==> src/rtl/uart_tx_queue.sv <==
// uart_tx_queue: byte FIFO feeding a UART transmitter through a
// request/acknowledge handshake on transmit_begin (active-low request)
// and transmit_over (transmitter idle flag, asynchronous to clk).
// Optional sticky overflow flag (ovf/ovf_clr) when UART_TXQ_OVF_EN is defined.
//
// state | meaning
// ------+-------------------------------------------------------------
// IDLE  | no byte handed over; pops when a byte is queued and the
//       | transmitter reports idle
// REQ   | byte popped into tx_data, transmit_begin low until the
//       | transmitter drops transmit_over (start acknowledged)
// BUSY  | frame in progress, waiting for transmit_over to return high
module uart_tx_queue #(
    parameter int DEPTH = 16,
    localparam int AW = $clog2(DEPTH)
) (
    input  logic          clk,
    input  logic          rst_n,
    input  logic          wr_en,
    input  logic [7:0]    wr_data,
    input  logic          transmit_over,
    output logic [7:0]    tx_data,
    output logic          transmit_begin,
    output logic          full,
    output logic          empty,
    output logic [AW:0]   count,
`ifdef UART_TXQ_OVF_EN
    output logic          ovf,
    input  logic          ovf_clr,
`endif
    output logic          busy
);

    typedef enum logic [1:0] {
        ST_IDLE = 2'd0,
        ST_REQ  = 2'd1,
        ST_BUSY = 2'd2
    } state_t;

    localparam logic [AW:0]   DEPTH_C = (AW + 1)'(DEPTH);
    localparam logic [AW:0]   CNT_ONE = (AW + 1)'(1);
    localparam logic [AW-1:0] PTR_ONE = AW'(1);

    state_t          state_q, state_d;
    logic [AW-1:0]   wr_ptr_q, wr_ptr_d;
    logic [AW-1:0]   rd_ptr_q, rd_ptr_d;
    logic [AW:0]     count_q, count_d;
    logic            full_q, full_d;
    logic            empty_q, empty_d;
    logic [7:0]      tx_data_q, tx_data_d;
    logic            tx_begin_q, tx_begin_d;
    logic            sync1_q;
    logic            over_s_q;
    logic            push;
    logic            pop;
    logic [7:0]      mem_q [DEPTH];

    // Two-flop synchronizer for the transmitter done flag; idle (1) out of reset.
    always_ff @(posedge clk or negedge rst_n) begin
        if (!rst_n) begin
            sync1_q  <= 1'b1;
            over_s_q <= 1'b1;
        end else begin
            sync1_q  <= transmit_over;
            over_s_q <= sync1_q;
        end
    end

    // Next-state, pointer and occupancy logic; a full queue drops writes even on a pop cycle.
    always_comb begin
        state_d    = state_q;
        tx_begin_d = 1'b1;
        tx_data_d  = tx_data_q;
        pop        = 1'b0;
        push       = wr_en && !full_q;

        case (state_q)
            ST_IDLE: begin
                if (!empty_q && over_s_q) begin
                    pop        = 1'b1;
                    state_d    = ST_REQ;
                    tx_begin_d = 1'b0;
                end
            end
            ST_REQ: begin
                if (!over_s_q) begin
                    state_d = ST_BUSY;
                end else begin
                    tx_begin_d = 1'b0;
                end
            end
            ST_BUSY: begin
                if (over_s_q) begin
                    state_d = ST_IDLE;
                end
            end
            default: state_d = ST_IDLE;
        endcase

        if (pop) begin
            tx_data_d = mem_q[rd_ptr_q];
        end

        wr_ptr_d = push ? wr_ptr_q + PTR_ONE : wr_ptr_q;
        rd_ptr_d = pop  ? rd_ptr_q + PTR_ONE : rd_ptr_q;

        case ({push, pop})
            2'b10:   count_d = count_q + CNT_ONE;
            2'b01:   count_d = count_q - CNT_ONE;
            default: count_d = count_q;
        endcase

        full_d  = (count_d == DEPTH_C);
        empty_d = (count_d == '0);
    end

    // Control and status registers.
    always_ff @(posedge clk or negedge rst_n) begin
        if (!rst_n) begin
            state_q    <= ST_IDLE;
            wr_ptr_q   <= '0;
            rd_ptr_q   <= '0;
            count_q    <= '0;
            full_q     <= 1'b0;
            empty_q    <= 1'b1;
            tx_data_q  <= 8'h00;
            tx_begin_q <= 1'b1;
        end else begin
            state_q    <= state_d;
            wr_ptr_q   <= wr_ptr_d;
            rd_ptr_q   <= rd_ptr_d;
            count_q    <= count_d;
            full_q     <= full_d;
            empty_q    <= empty_d;
            tx_data_q  <= tx_data_d;
            tx_begin_q <= tx_begin_d;
        end
    end

    // Storage array; contents survive reset on purpose.
    always_ff @(posedge clk) begin
        if (push) begin
            mem_q[wr_ptr_q] <= wr_data;
        end
    end

`ifdef UART_TXQ_OVF_EN
    logic ovf_q, ovf_d;

    // Sticky overflow: a dropped write beats a simultaneous clear.
    always_comb begin
        ovf_d = ovf_q;
        if (wr_en && full_q) begin
            ovf_d = 1'b1;
        end else if (ovf_clr) begin
            ovf_d = 1'b0;
        end
    end

    // Overflow flag register.
    always_ff @(posedge clk or negedge rst_n) begin
        if (!rst_n) begin
            ovf_q <= 1'b0;
        end else begin
            ovf_q <= ovf_d;
        end
    end

    assign ovf = ovf_q;
`endif

    assign tx_data        = tx_data_q;
    assign transmit_begin = tx_begin_q;
    assign full           = full_q;
    assign empty          = empty_q;
    assign count          = count_q;
    assign busy           = (state_q != ST_IDLE);

endmodule
==> config.mk <==
export PLATFORM = sky130hd
export DESIGN_NAME = uart_tx_queue
export DESIGN_NICKNAME = d
export VERILOG_FILES = /design/src/rtl/uart_tx_queue.sv
export SDC_FILE = /design/constraint.sdc
export NUM_CORES = 1
export LEC_CHECK = 0
export CORE_AREA = 2 2 139 141
export CTS_CLUSTER_SIZE = 40
export DETAILED_ROUTE_END_ITERATION = 10
export DIE_AREA = 0 0 141 143
export DONT_BUFFER_PORTS = 1
export GPL_ROUTABILITY_DRIVEN = 0
export PLACE_DENSITY_LB_ADDON = 0.25
export SLEW_MARGIN = 20
export SYNTH_ARGS = -nofsm -noshare
export SYNTH_HDL_FRONTEND = slang
export SYNTH_SLANG_ARGS = --single-unit
==> constraint.sdc <==
create_clock -name clk -period 4.4 [get_ports clk]
set_input_delay 0.22 -clock clk [delete_from_list [all_inputs] [get_ports clk]]
set_output_delay 0.22 -clock clk [all_outputs]
set_load 0.005 [all_outputs]
# Yosys cells after proc, flatten, opt, wreduce, memory -nomap -nowiden
# Memory sizes are Yosys's and may differ from the RTL's. A register that Yosys moved wholly into a read port is not among the register bits.
# Cells that the tools add are included.
# classes
muxes	12
n_addsub	4
eq_ne	8
reduce_logical	9
# op_table
operator	n
$pmux 5 s2	1
$add 4x1->4 const B	2
$mux 1	6
$mux 2	3
$ne 2x2->1 const B	3
$pmux 2 s3	1
$add 5x1->5 const B	1
$eq 5x5->1 const B	1
$logic_not 5->1	1
$sub 5x1->5 const B	1
$eq 2x1->1 const B	2
$eq 2x2->1 const B	2
$logic_not 1->1	3
$reduce_and 3->1	1
$logic_and 1x1->1	2
$logic_not 2->1	1
$pmux 1 s2	1
$reduce_bool 2->1	1
# totals
output_inout_bits	17
ram_bits	128
inputBits	12
regBits	20
n_memories	1
# mem_list
name	words	width	rd	rd_ports_with_merged_regs	wr	line_no	text
mem_q	16	8	1	1	1	56	logic [7:0] mem_q [DEPTH];

# Logic depth before layout (Yosys ltp)
# depth
ltp_word	7
ltp_mapped	13

# Worst setup path after synthesis
# No wires, ideal clock.
# synth_path
path_type	register -> register
start	reg over_s_q
end	reg full_q, in the netlist full
path_buffers	0
period_less_slack_ns	2.966
slack_ns	1.434
stages_incl_launch_ff	12
arrival_time_ns	2.895
path_cell_list	dfstp_2 or4b_4 inv_1 nand2_1 xnor2_1 ha_1 nand2b_1 or4_4 a21oi_2 a211oi_1 or4_4 nor2_1
# synth_via
elab_chain_cells	6
elab_cells_between_ends	7
cone_classes	eq/ne (3); mux (3); reduce/logical (1)
# synth_lines
item	line_no	text
from (decl)	53	logic over_s_q;
from (signal assigned)	65	over_s_q <= sync1_q;
$logic_and 1x1->1 *	79	if (!empty_q && over_s_q) begin
$mux 1 *	79	
$mux 1 *	77	case (state_q)
$eq 2x1->1 / $eq 2x2->1 (equally long branches)	107	case ({push, pop})
$pmux 5 s2 *	107	
$eq 5x5->1 *	113	full_d = (count_d == DEPTH_C);
via full_d	48	logic full_q, full_d;
to (signal assigned)	133	full_q <= full_d;
to (decl)	48	
# Mark *: on every way through the listed nets, which the timed path passes. The rest lies on a longest branch.
# A chain may end at the register's enable or synchronous reset.

# Final worst setup path
# layout_path
start	reg over_s_q
end	reg empty_q, in the netlist empty
# layout_via
elab_chain_cells	6
elab_cells_between_ends	7
cone_classes	eq/ne (2); mux (3); reduce/logical (2)
# layout_lines
item	line_no	text
$logic_and 1x1->1 *	79	
$mux 1 *	79	
$mux 1 *	77	
$eq 2x1->1 / $eq 2x2->1 (equally long branches)	107	
$pmux 5 s2 *	107	
via count_d[4]	47	logic [AW:0] count_q, count_d;
$logic_not 5->1 *	114	empty_d = (count_d == '0);
via empty_d	49	logic empty_q, empty_d;
to (signal assigned)	134	empty_q <= empty_d;
to (decl)	49	
# Marks and branches as above.

==> flow_summary.ini <==
[finish]
drive_gt1_frac = 0.251
final_common_cell = edfxtp_1
stdcell_count = 596
final_net_count = 369
layout_common_cells = edfxtp_1 (128), mux4_2 (32), dfrtp_1 (23)
synthToLayoutAreaGrowth_pct = 16.8
diodes = 0

[timing]
hold_violations = 0
min_period_over_period = 0.763
worst_pin_slew_ns = 1.06
drv_slew = 0
relSlewSlack = 0.296
setup_viol = 0
fin_ws_ns = 1.04
period_needed_ns = 3.36
max_clock_freq_ghz = 0.298
tns_ns = 0
final.setup_skew_ns = 0.00737
hold_ws_ns = 0.250
rsz0062_at_grt = false

[synth]
synth_area_um2 = 6230
synth_top_cell_area_share = 0.616
synth_edf_count = 128
syn_nets = 351
synth.largest_area_cell = edfxtp_1
synthArstFlopShare = 0.179
synth_seq_cells = 156
synthDistinctLibCells = 37
synthFlopType = edfxtp_1
yosysSeqAreaShare = 0.730
synth.avg_cell_area_um2 = 18.8
synth_area_leaders = edfxtp_1 (62%), mux4_2 (12%), dfrtp_1 (9.6%)
syn_inst = 332
yosysWarningCount = 0

[clock_tree]
clockBufferDepth = 2
htreeDepth = 4
cts_root_buf = clkbuf_16
clock_sinks = 156
cts_buffers = 17
clkLatencyLatePin_ns = 0.42
clk_pin_slew_ns = 0.06
cts_setup_buffers = 0
ctsHoldBuffers = 11
cts_resized = 0
tritoncts = done

[worst_setup_path]
path_buf_inv = 2
criticalPathCategory = reg -> reg
reg2reg_depth = 12
cpMaxStageDelayCell = or4b_4
cp_num_cells = 12
cp-end-kind = flop
cp_common_cell = or4_4
critical_path_arrival_ns = 3.71
crit_family = simple AND/OR/NAND/NOR gates
cp-start-kind = flop
crit_fanout = 22
cp_data_required_time_ns = 4.75
max_stage_delay_ns = 0.61
path_cells = or4b_4 -> inv_1 -> nand2_1 -> xnor2_1 -> ha_1 -> nand2b_1 -> or4_4 -> a21oi_2 -> a211oi_1 -> or4_4 -> inv_2 -> nor2_1

[global_route]
antenna_found_initial = 0
track_usage = 0.127
gr-total-overflow = 0
grt_pass1_vias = 3007
grt_max_degree = 36
grt_pass1_wl_um = 18200

[place]
pre_cts_slack_ns = 1.05
dpl.hpwl_um = 7560
dp_cells = 554
port_buffers = 0

[detailed_routing]
firstDrtPassIters = 4
ant_nets = 0
drt_wl_total_um = 11900
drc = 0
first_iter_violations = 240
via_per_inst = 5.02
num_vias = 2989
wl_per_cell_um = 20.0

[pwr]
vdd_ir_drop_max_mv = 0.278
power.density_nw_per_um2 = 661
leakagePower_nw = 2.45

[floorplan]
core_um2 = 18600
start_util = 0.336
row_count = 50
dieArea_um2 = 20200
die-width_um = 141
die_h_um = 143
ios = 29

[job]
drv_cap = 0

[run_status]
status = completed

[hold_path]
hold_class = in -> async
-- area by class of cell --
class | count | area (µm²)
repair buffers | 19 | 180
flip-flops and latches | 156 | 4550
well taps | 234 | 293
inverters | 6 | 22.5
clock inverters | 14 | 224
clock buffers | 17 | 425
multi-input cells | 150 | 1590
fillers | 1648 | 11300
-- per-stage QoR --
stage	utilization	instance area, µm²	power [mW]
floorplan	-	6230	2.91
global placement	0.351	6510	3.22
detailed placement	0.351	6510	3.24
CTS	0.392	7280	4.88
global route	0.392	7280	5.05
finish	0.392	7280	4.81
-- power breakdown --
| part | switching [mW] | internal [mW] | total [mW] |
|---|---|---|---|
| clock network | 0.549 | 1.05 | 1.60 |
| registers | 0.252 | 1.84 | 2.09 |
| logic | 0.541 | 0.580 | 1.12 |
-- final timing paths --
path,slack (ns),to,from
setup / recovery,1.04,empty,over_s_q
hold / removal,0.25,rd_ptr_q[3],rst_n
setup reg to reg,1.04,empty,over_s_q
hold reg to reg,0.36,over_s_q,sync1_q
max in group asynchronous,3.90,transmit_begin,rst_n
min in group clk,0.27,wr_ptr_q[0],wr_en
-- cell usage after synthesis, drive strengths merged (2+ instances only) --
library cell / instances
ha: 7
buf: 6
nand2: 12
dfstp: 4
xor2: 2
clkbuf: 14
mux2: 9
inv: 6
or4: 2
dfrtp: 24
nor2: 17
nand2b: 5
nor3b: 2
a221o: 8
a211oi: 2
edfxtp: 128
and3b: 2
o21ai: 2
nor2b: 2
mux4: 32
nand4: 3
nor3: 13
mux2i: 8
a21oi: 3
xnor2: 10
-- state kept, by name, summed over array words and instances, names as in the netlist --
signal and cells:
count 5, empty 1, full 1, mem_q 128
over_s_q 1, rd_ptr_q 4, state_q 2, sync1_q 1
transmit_begin 1, tx_data 8, wr_ptr_q 4
-- metal layers --
metal / vias up / part of all wire / global-route usage / routed length (µm)
met1: 1555 / 0.47 / 0.171 / 5550
met4: 0 / 0.010 / 0.0489 / 120
met3: 8 / 0.050 / 0.0392 / 591
li1: 1348 / - / - / -
met5: - / 0 / 0 / 0
met2: 78 / 0.47 / 0.195 / 5630
-- cells by family (layout without fill, tap and decap cells) --
family / count (synthesis) / after routing / synth area share
AO/OA/AOI/OAI: 19 / 19 / 0.0249
XOR/XNOR: 12 / 12 / 0.0169
adder cells (fa/ha/maj): 7 / 7 / 0.0140
buffers and inverters: 26 / 56 / 0.0159
flip-flops: 156 / 156 / 0.730
multiplexers: 49 / 49 / 0.145
AND/OR/NAND/NOR: 63 / 63 / 0.0540
Note: power is estimated with default switching activity, not from simulation.
